## src/rtl/seg_frame_decoder.sv

```systemverilog
// Seven-segment frame decoder: collects six active-low hex glyphs into a
// 24-bit value, flagging illegal glyphs and aborting on an idle timeout.
module seg_frame_decoder #(
    parameter int unsigned TIMEOUT = 255
) (
    input  logic        clock,
    input  logic        reset,
    input  logic        start,
    input  logic [6:0]  seg_in,
    input  logic        seg_valid,
    output logic        ready,
    output logic        busy,
    output logic        done,
    output logic [23:0] value,
    output logic        err,
    output logic [2:0]  err_digit,
    output logic        timeout
);

    typedef enum logic [1:0] {IDLE, COLLECT, FINISH} state_t;

    localparam logic [8:0] IDLE_LIMIT = 9'(TIMEOUT);

    state_t      state_q, state_d;
    logic [2:0]  idx_q, idx_d;
    logic [7:0]  idle_q, idle_d;
    logic [23:0] value_q, value_d;
    logic        err_q, err_d;
    logic [2:0]  err_digit_q, err_digit_d;
    logic        timeout_q, timeout_d;
    logic        ready_q, ready_d;
    logic        busy_q, busy_d;
    logic        done_q, done_d;
    logic [4:0]  dec;

    // Returns {legal, nibble}; illegal patterns decode to nibble 0.
    function automatic logic [4:0] decode(input logic [6:0] p);
        case (p)
            7'h40:   decode = 5'h10;
            7'h79:   decode = 5'h11;
            7'h24:   decode = 5'h12;
            7'h30:   decode = 5'h13;
            7'h19:   decode = 5'h14;
            7'h12:   decode = 5'h15;
            7'h02:   decode = 5'h16;
            7'h78:   decode = 5'h17;
            7'h00:   decode = 5'h18;
            7'h10:   decode = 5'h19;
            7'h08:   decode = 5'h1A;
            7'h03:   decode = 5'h1B;
            7'h46:   decode = 5'h1C;
            7'h21:   decode = 5'h1D;
            7'h06:   decode = 5'h1E;
            7'h0E:   decode = 5'h1F;
            default: decode = 5'h00;
        endcase
    endfunction

    always_comb begin
        state_d     = state_q;
        idx_d       = idx_q;
        idle_d      = idle_q;
        value_d     = value_q;
        err_d       = err_q;
        err_digit_d = err_digit_q;
        timeout_d   = timeout_q;
        dec         = decode(seg_in);

        case (state_q)
            IDLE: begin
                if (start) begin
                    state_d     = COLLECT;
                    idx_d       = 3'd0;
                    idle_d      = 8'd0;
                    value_d     = 24'd0;
                    err_d       = 1'b0;
                    err_digit_d = 3'd0;
                    timeout_d   = 1'b0;
                end
            end
            COLLECT: begin
                // Acceptance takes priority over an expiring idle counter.
                if (seg_valid) begin
                    for (int k = 0; k < 6; k++)
                        if (idx_q == 3'(k)) value_d[4*k +: 4] = dec[3:0];
                    if (!dec[4] && !err_q) begin
                        err_d       = 1'b1;
                        err_digit_d = idx_q;
                    end
                    idle_d = 8'd0;
                    idx_d  = idx_q + 3'd1;
                    if (idx_q == 3'd5) state_d = FINISH;
                end else if ({1'b0, idle_q} + 9'd1 == IDLE_LIMIT) begin
                    timeout_d = 1'b1;
                    idle_d    = 8'd0;
                    state_d   = FINISH;
                end else begin
                    idle_d = idle_q + 8'd1;
                end
            end
            FINISH:  state_d = IDLE;
            default: state_d = IDLE;
        endcase

        ready_d = (state_d == COLLECT);
        busy_d  = (state_d != IDLE);
        done_d  = (state_d == FINISH);
    end

    always_ff @(posedge clock or posedge reset) begin
        if (reset) begin
            state_q     <= IDLE;
            idx_q       <= 3'd0;
            idle_q      <= 8'd0;
            value_q     <= 24'd0;
            err_q       <= 1'b0;
            err_digit_q <= 3'd0;
            timeout_q   <= 1'b0;
            ready_q     <= 1'b0;
            busy_q      <= 1'b0;
            done_q      <= 1'b0;
        end else begin
            state_q     <= state_d;
            idx_q       <= idx_d;
            idle_q      <= idle_d;
            value_q     <= value_d;
            err_q       <= err_d;
            err_digit_q <= err_digit_d;
            timeout_q   <= timeout_d;
            ready_q     <= ready_d;
            busy_q      <= busy_d;
            done_q      <= done_d;
        end
    end

    assign ready     = ready_q;
    assign busy      = busy_q;
    assign done      = done_q;
    assign value     = value_q;
    assign err       = err_q;
    assign err_digit = err_digit_q;
    assign timeout   = timeout_q;

endmodule

```

## config.mk

```make
export PLATFORM = sky130hd
export DESIGN_NAME = seg_frame_decoder
export DESIGN_NICKNAME = d
export VERILOG_FILES = /design/src/rtl/seg_frame_decoder.sv
export SDC_FILE = /design/constraint.sdc
export NUM_CORES = 1
export LEC_CHECK = 0
export CORE_ASPECT_RATIO = 0.9
export CORE_MARGIN = 2
export CORE_UTILIZATION = 53
export DETAILED_ROUTE_END_ITERATION = 12
export GPL_TIMING_DRIVEN = 0
export PLACE_DENSITY = 0.8
export SYNTH_ARGS = -nofsm -noshare
export SYNTH_HDL_FRONTEND = slang
export SYNTH_SLANG_ARGS = --single-unit
```

## constraint.sdc

```tcl
create_clock -name clock -period 1.9 [get_ports clock]
set_input_delay 0.38 -clock clock [delete_from_list [all_inputs] [get_ports clock]]
set_output_delay 0.38 -clock clock [all_outputs]
set_load 0.05 [all_outputs]
```

# Word-level counts from Yosys, hierarchy flattened
# Index checks and enable logic that the tools add are counted.
[totals]
ff_bits = 45
in_bits = 11
elab_cells = 103
[op_classes]
n_addsub = 3
n_eq_ne = 35
n_mux = 32
n_reduce_logical = 18
[op_table]
columns = ["operator", "n"]
rows = [
  ["$pmux W5 S16", 1],
  ["$mux W24", 2],
  ["$pmux W24 S2", 1],
  ["$reduce_and A4 Y1", 8],
  ["$eq A7 B7 Y1 const B", 4],
  ["$mux W4", 6],
  ["$mux W8", 3],
  ["$ne A2 B2 Y1 const B", 11],
  ["$eq A7 B5 Y1 const B", 3],
  ["$eq A7 B6 Y1 const B", 3],
  ["$pmux W8 S2", 1],
  ["$eq A7 B2 Y1 const B", 2],
  ["$eq A7 B4 Y1 const B", 2],
  ["$mux W3", 4],
  ["$pmux W3 S2", 2],
  ["$add A8 B1 Y9 const B", 1],
  ["$eq A9 B8 Y1 const B", 1],
  ["$add A8 B1 Y8 const B", 1],
  ["$mux W2", 4],
  ["$eq A7 B3 Y1 const B", 1],
  ["$logic_not A7 Y1", 1],
  ["$eq A3 B2 Y1 const B", 2],
  ["$eq A3 B3 Y1 const B", 2],
  ["$mux W1", 5],
  ["other kinds (13)", 17],
]

# Longest topological paths before layout
[depth]
ltp_word = 7
ltp_mapped = 7

# Worst setup path after synthesis
# No wires, ideal clock.
[synth_timing]
path_type = "register -> register"
start = "reg idle_q[0]"
end = "reg idle_q[2]"
setup_time_ns = 0.118
arrival_ns = 1.552
slack_ns = 0.230
stages_incl_launch_ff = 8
synth_period_minus_slack_ns = 1.670
cell_sequence = "dfrtp_1 -> ha_1 -> a21oi_1 -> nor2_1 -> o32ai_2 -> a311oi_2 -> a21boi_1 -> a21o_1"
[synth_between]
elab_chain_cells = 5
[synth_lines]
columns = ["element", "line", "rtl"]
rows = [
  ["from (decl)", "26", "logic [7:0] idle_q, idle_d;"],
  ["from (signal assigned)", "125", "idle_q <= idle_d;"],
  ["$add A8 B1 Y9", "93", "end else if ({1'b0, idle_q} + 9'd1 == IDLE_LIMIT) begin"],
  ["$eq A9 B8 Y1", "93", ""],
  ["$mux W8 *", "93", ""],
  ["$mux W8 *", "83", "if (seg_valid) begin"],
  ["$pmux W8 S2 *", "69", "case (state_q)"],
]
# Every way passes the cells marked *; elsewhere a longest branch is shown, timed or not.
# A chain may end at the register's enable or synchronous reset.

# Final worst setup path
[layout_timing]
start = "reg value_q[7] (netlist: value[7])"
end = "out value[7]"
[layout_rtl]
columns = ["element", "line", "rtl"]
rows = [
  ["from (decl)", "27", "logic [23:0] value_q, value_d;"],
  ["from (signal assigned)", "126", "value_q <= value_d;"],
  ["to (decl)", "14", "output logic [23:0] value,"],
]
# No word-level cell between the ends.

==> results.yml <==
routing:
  wirelength_mm: 5.92
  num_vias: 2171
  dr.pass1.iters: 4
  drc: 0
  drt_iter0_markers: 141
  wl_per_cell_um: 15.3
  vias_per_cell: 5.61
  ant_nets: 0
timing:
  hold_violations: 0
  worst_pin_slew_ns: 0.731
  maxSlewViolCount: 0
  finalSetupViolCount: 0
  fin_crit_sh: 0.981
  relSlewSlack: 0.513
  holdWs_ns: 0.419
  clock_skew_ns: 0.00455
  rsz0062_at_grt: "yes"
  min_period_ns: 1.86
  fmax_mhz: 537
  setup_tns_ns: 0
clock_tree:
  cts_tree: "done"
  clk_pin_slew_ns: 0.09
  clkSinkCount: 45
  clk_path_buf_depth: 2
  clkLatencyLatePin_ns: 0.30
  root_buffer: "clkbuf_8"
  h-tree-depth: 2
  cts_buffers: 5
global_route:
  antenna_found_initial: 0
  gr-total-overflow: 0
  grt_pass1_vias: 1950
  grt_max_degree: 25
  grt_pass1_wl_mm: 9.27
  grt_usage: 0.210
logic_synthesis:
  postSynth.asyncResetShare: 1.00
  synth_edf_count: 0
  ys_types: 56
  syn_avg_cell_area_um2: 10.2
  synth_nets: 272
  synth_cells: 254
  ys_warn_count: 0
  syn_area_um2: 2590
  synthTopCellsByCount: "dfrtp_1 (45), nand2_1 (23), mux2_2 (17)"
  yosys.area.top_type: "dfrtp_1"
  yosysSeqAreaShare: 0.435
  yosysMostFrequentCell: "dfrtp_1"
  synthTopCellsByArea: "dfrtp_1 (43%), mux2_2 (7.4%), ha_1 (3.4%)"
  synth_ff_type: "dfrtp_1"
  netlist.area_leader.share: 0.435
  synth_seq_cells: 45
run:
  max-cap-violations: 0
worst_setup_path:
  r2r-start: "idle_q[0]"
  crit_path_end: "value[7]"
  rr_worst_depth: 8
  critPathTopFamily: "buffers and inverters"
  cp_slowest_cell: "clkdlybuf4s50_1"
  timing.rr.end: "idle_q[2]"
  worst-path-stages: 1
  critPathKind: "register to output port"
  cp.buffers_inverters: 1
  cp.required_ns: 1.52
  critPathLaunch: "value[7]"
  cp-start-kind: "register"
  cp-end-kind: "output port"
  path_cells: "clkdlybuf4s50_1"
  cp.arrival_ns: 1.48
  max_stage_delay_ns: 0.81
  r2r_setup_slack_ns: 0.05
  crit_fanout: 2
floorplan:
  coreArea_um2: 4770
  row_count: 24
  ios: 43
  fp.dieArea_um2: 5460
  initial_core_util: 0.542
  die_w_um: 77.7
  die_h_um: 70.3
placement:
  gp_congestion: 0.923
  placed_cell_area_um2: 3100
  io_buffers: 40
  dp_hpwl_mm: 3.85
finish:
  diodes: 0
  syn_to_final_growth_pct: 35.8
  fillers: 335
  multi_input_area_um2: 1450
  stdcell_area_um2: 3510
  regArea_um2: 1130
  fin_util: 0.736
  drive_above_1_share: 0.280
  final_nets: 339
power:
  power_density_nw_per_um2: 1390
  total_power_w: 0.00487
  max-vdd-ir-drop_mv: 1.09
  p_leak_nw: 1.67
min_path:
  hold_class: "primary input to async pin"
run_status:
  run_status: "finished, final reports clean"
## cell families after synthesis
group | count (synthesis) | synth area share
compound gates | 65 | 0.186
xor+xnor | 5 | 0.0198
fa+ha+maj | 7 | 0.0338
buf+inv | 25 | 0.0449
flops | 45 | 0.435
mux | 23 | 0.0986
simple gates | 84 | 0.182
## metal layers
metal / wire (um) / vias up / share of wire / GRT usage
met5: 0 / - / 0 / 0
met4: 38 / 0 / 0.0064 / 0.0397
met3: 259 / 6 / 0.044 / 0.0491
met2: 2860 / 48 / 0.48 / 0.314
met1: 2760 / 1067 / 0.47 / 0.314
li1: - / 1050 / - / -
## stage by stage
stage          setup WS, ns  std cells
2_1_floorplan         0.230        254
4_1_cts            -0.00315        374
6_report             0.0364        387
3_5_place_dp         -0.385        360
3_3_place_gp         -0.414        359
5_1_grt             -0.0450        387
## cell usage in the layout, fill, tap and decap left out, drive strengths merged, types with 9 or more instances in the layout
cell type,count
dfrtp,45
buf,30
clkdlybuf4s50,26
nand2,23
mux2,20
nor2,18
a21oi,17
o21ai,15
dlymetal6s2s,14
clkbuf,12
inv,9
nand3,9
## area by class of cell
class	count	area share
multi-input cells	184	0.413
well taps	65	0.0231
flip-flops and latches	45	0.321
plain buffers	17	0.0363
clock inverters	3	0.00605
repair buffers	60	0.172
inverters	8	0.00854
clock buffers	5	0.0196
## flip-flops by register name, summed over array words and instances (netlist names)
signal / cells
value: 24
idle_q: 8
err_digit: 3
idx_q: 3
state_q: 2
busy: 1
done: 1
err: 1
ready: 1
timeout: 1
## worst min-delay path by stage
stage / start / to / slack (ns)
floorplan: idle_q[5] / idle_q[5] / 0.50
global placement: value[4] / value[4] / 0.47
detailed placement: value[4] / value[4] / 0.47
CTS: reset / value[22] / 0.43
global route: reset / value[22] / 0.47
finish: reset / value[22] / 0.42
## power breakdown
group | switching (W) | internal, W | leakage [nW] | total, W
clock | 0.000342 | 0.000261 | 0.0445 | 0.000603
sequential | 0.000231 | 0.00127 | 0.593 | 0.00150
combinational | 0.00173 | 0.00104 | 1.04 | 0.00277
total | 0.00230 | 0.00257 | 1.67 | 0.00487
## repair_timing
action                                  CTS  global route
pin swaps                                 7            13
resized for setup                        19            34
endpoints found under the setup margin   22            47
buffers inserted                          6            13
hold buffers                              0             0
Note: power is estimated with default switching activity, not from simulation.
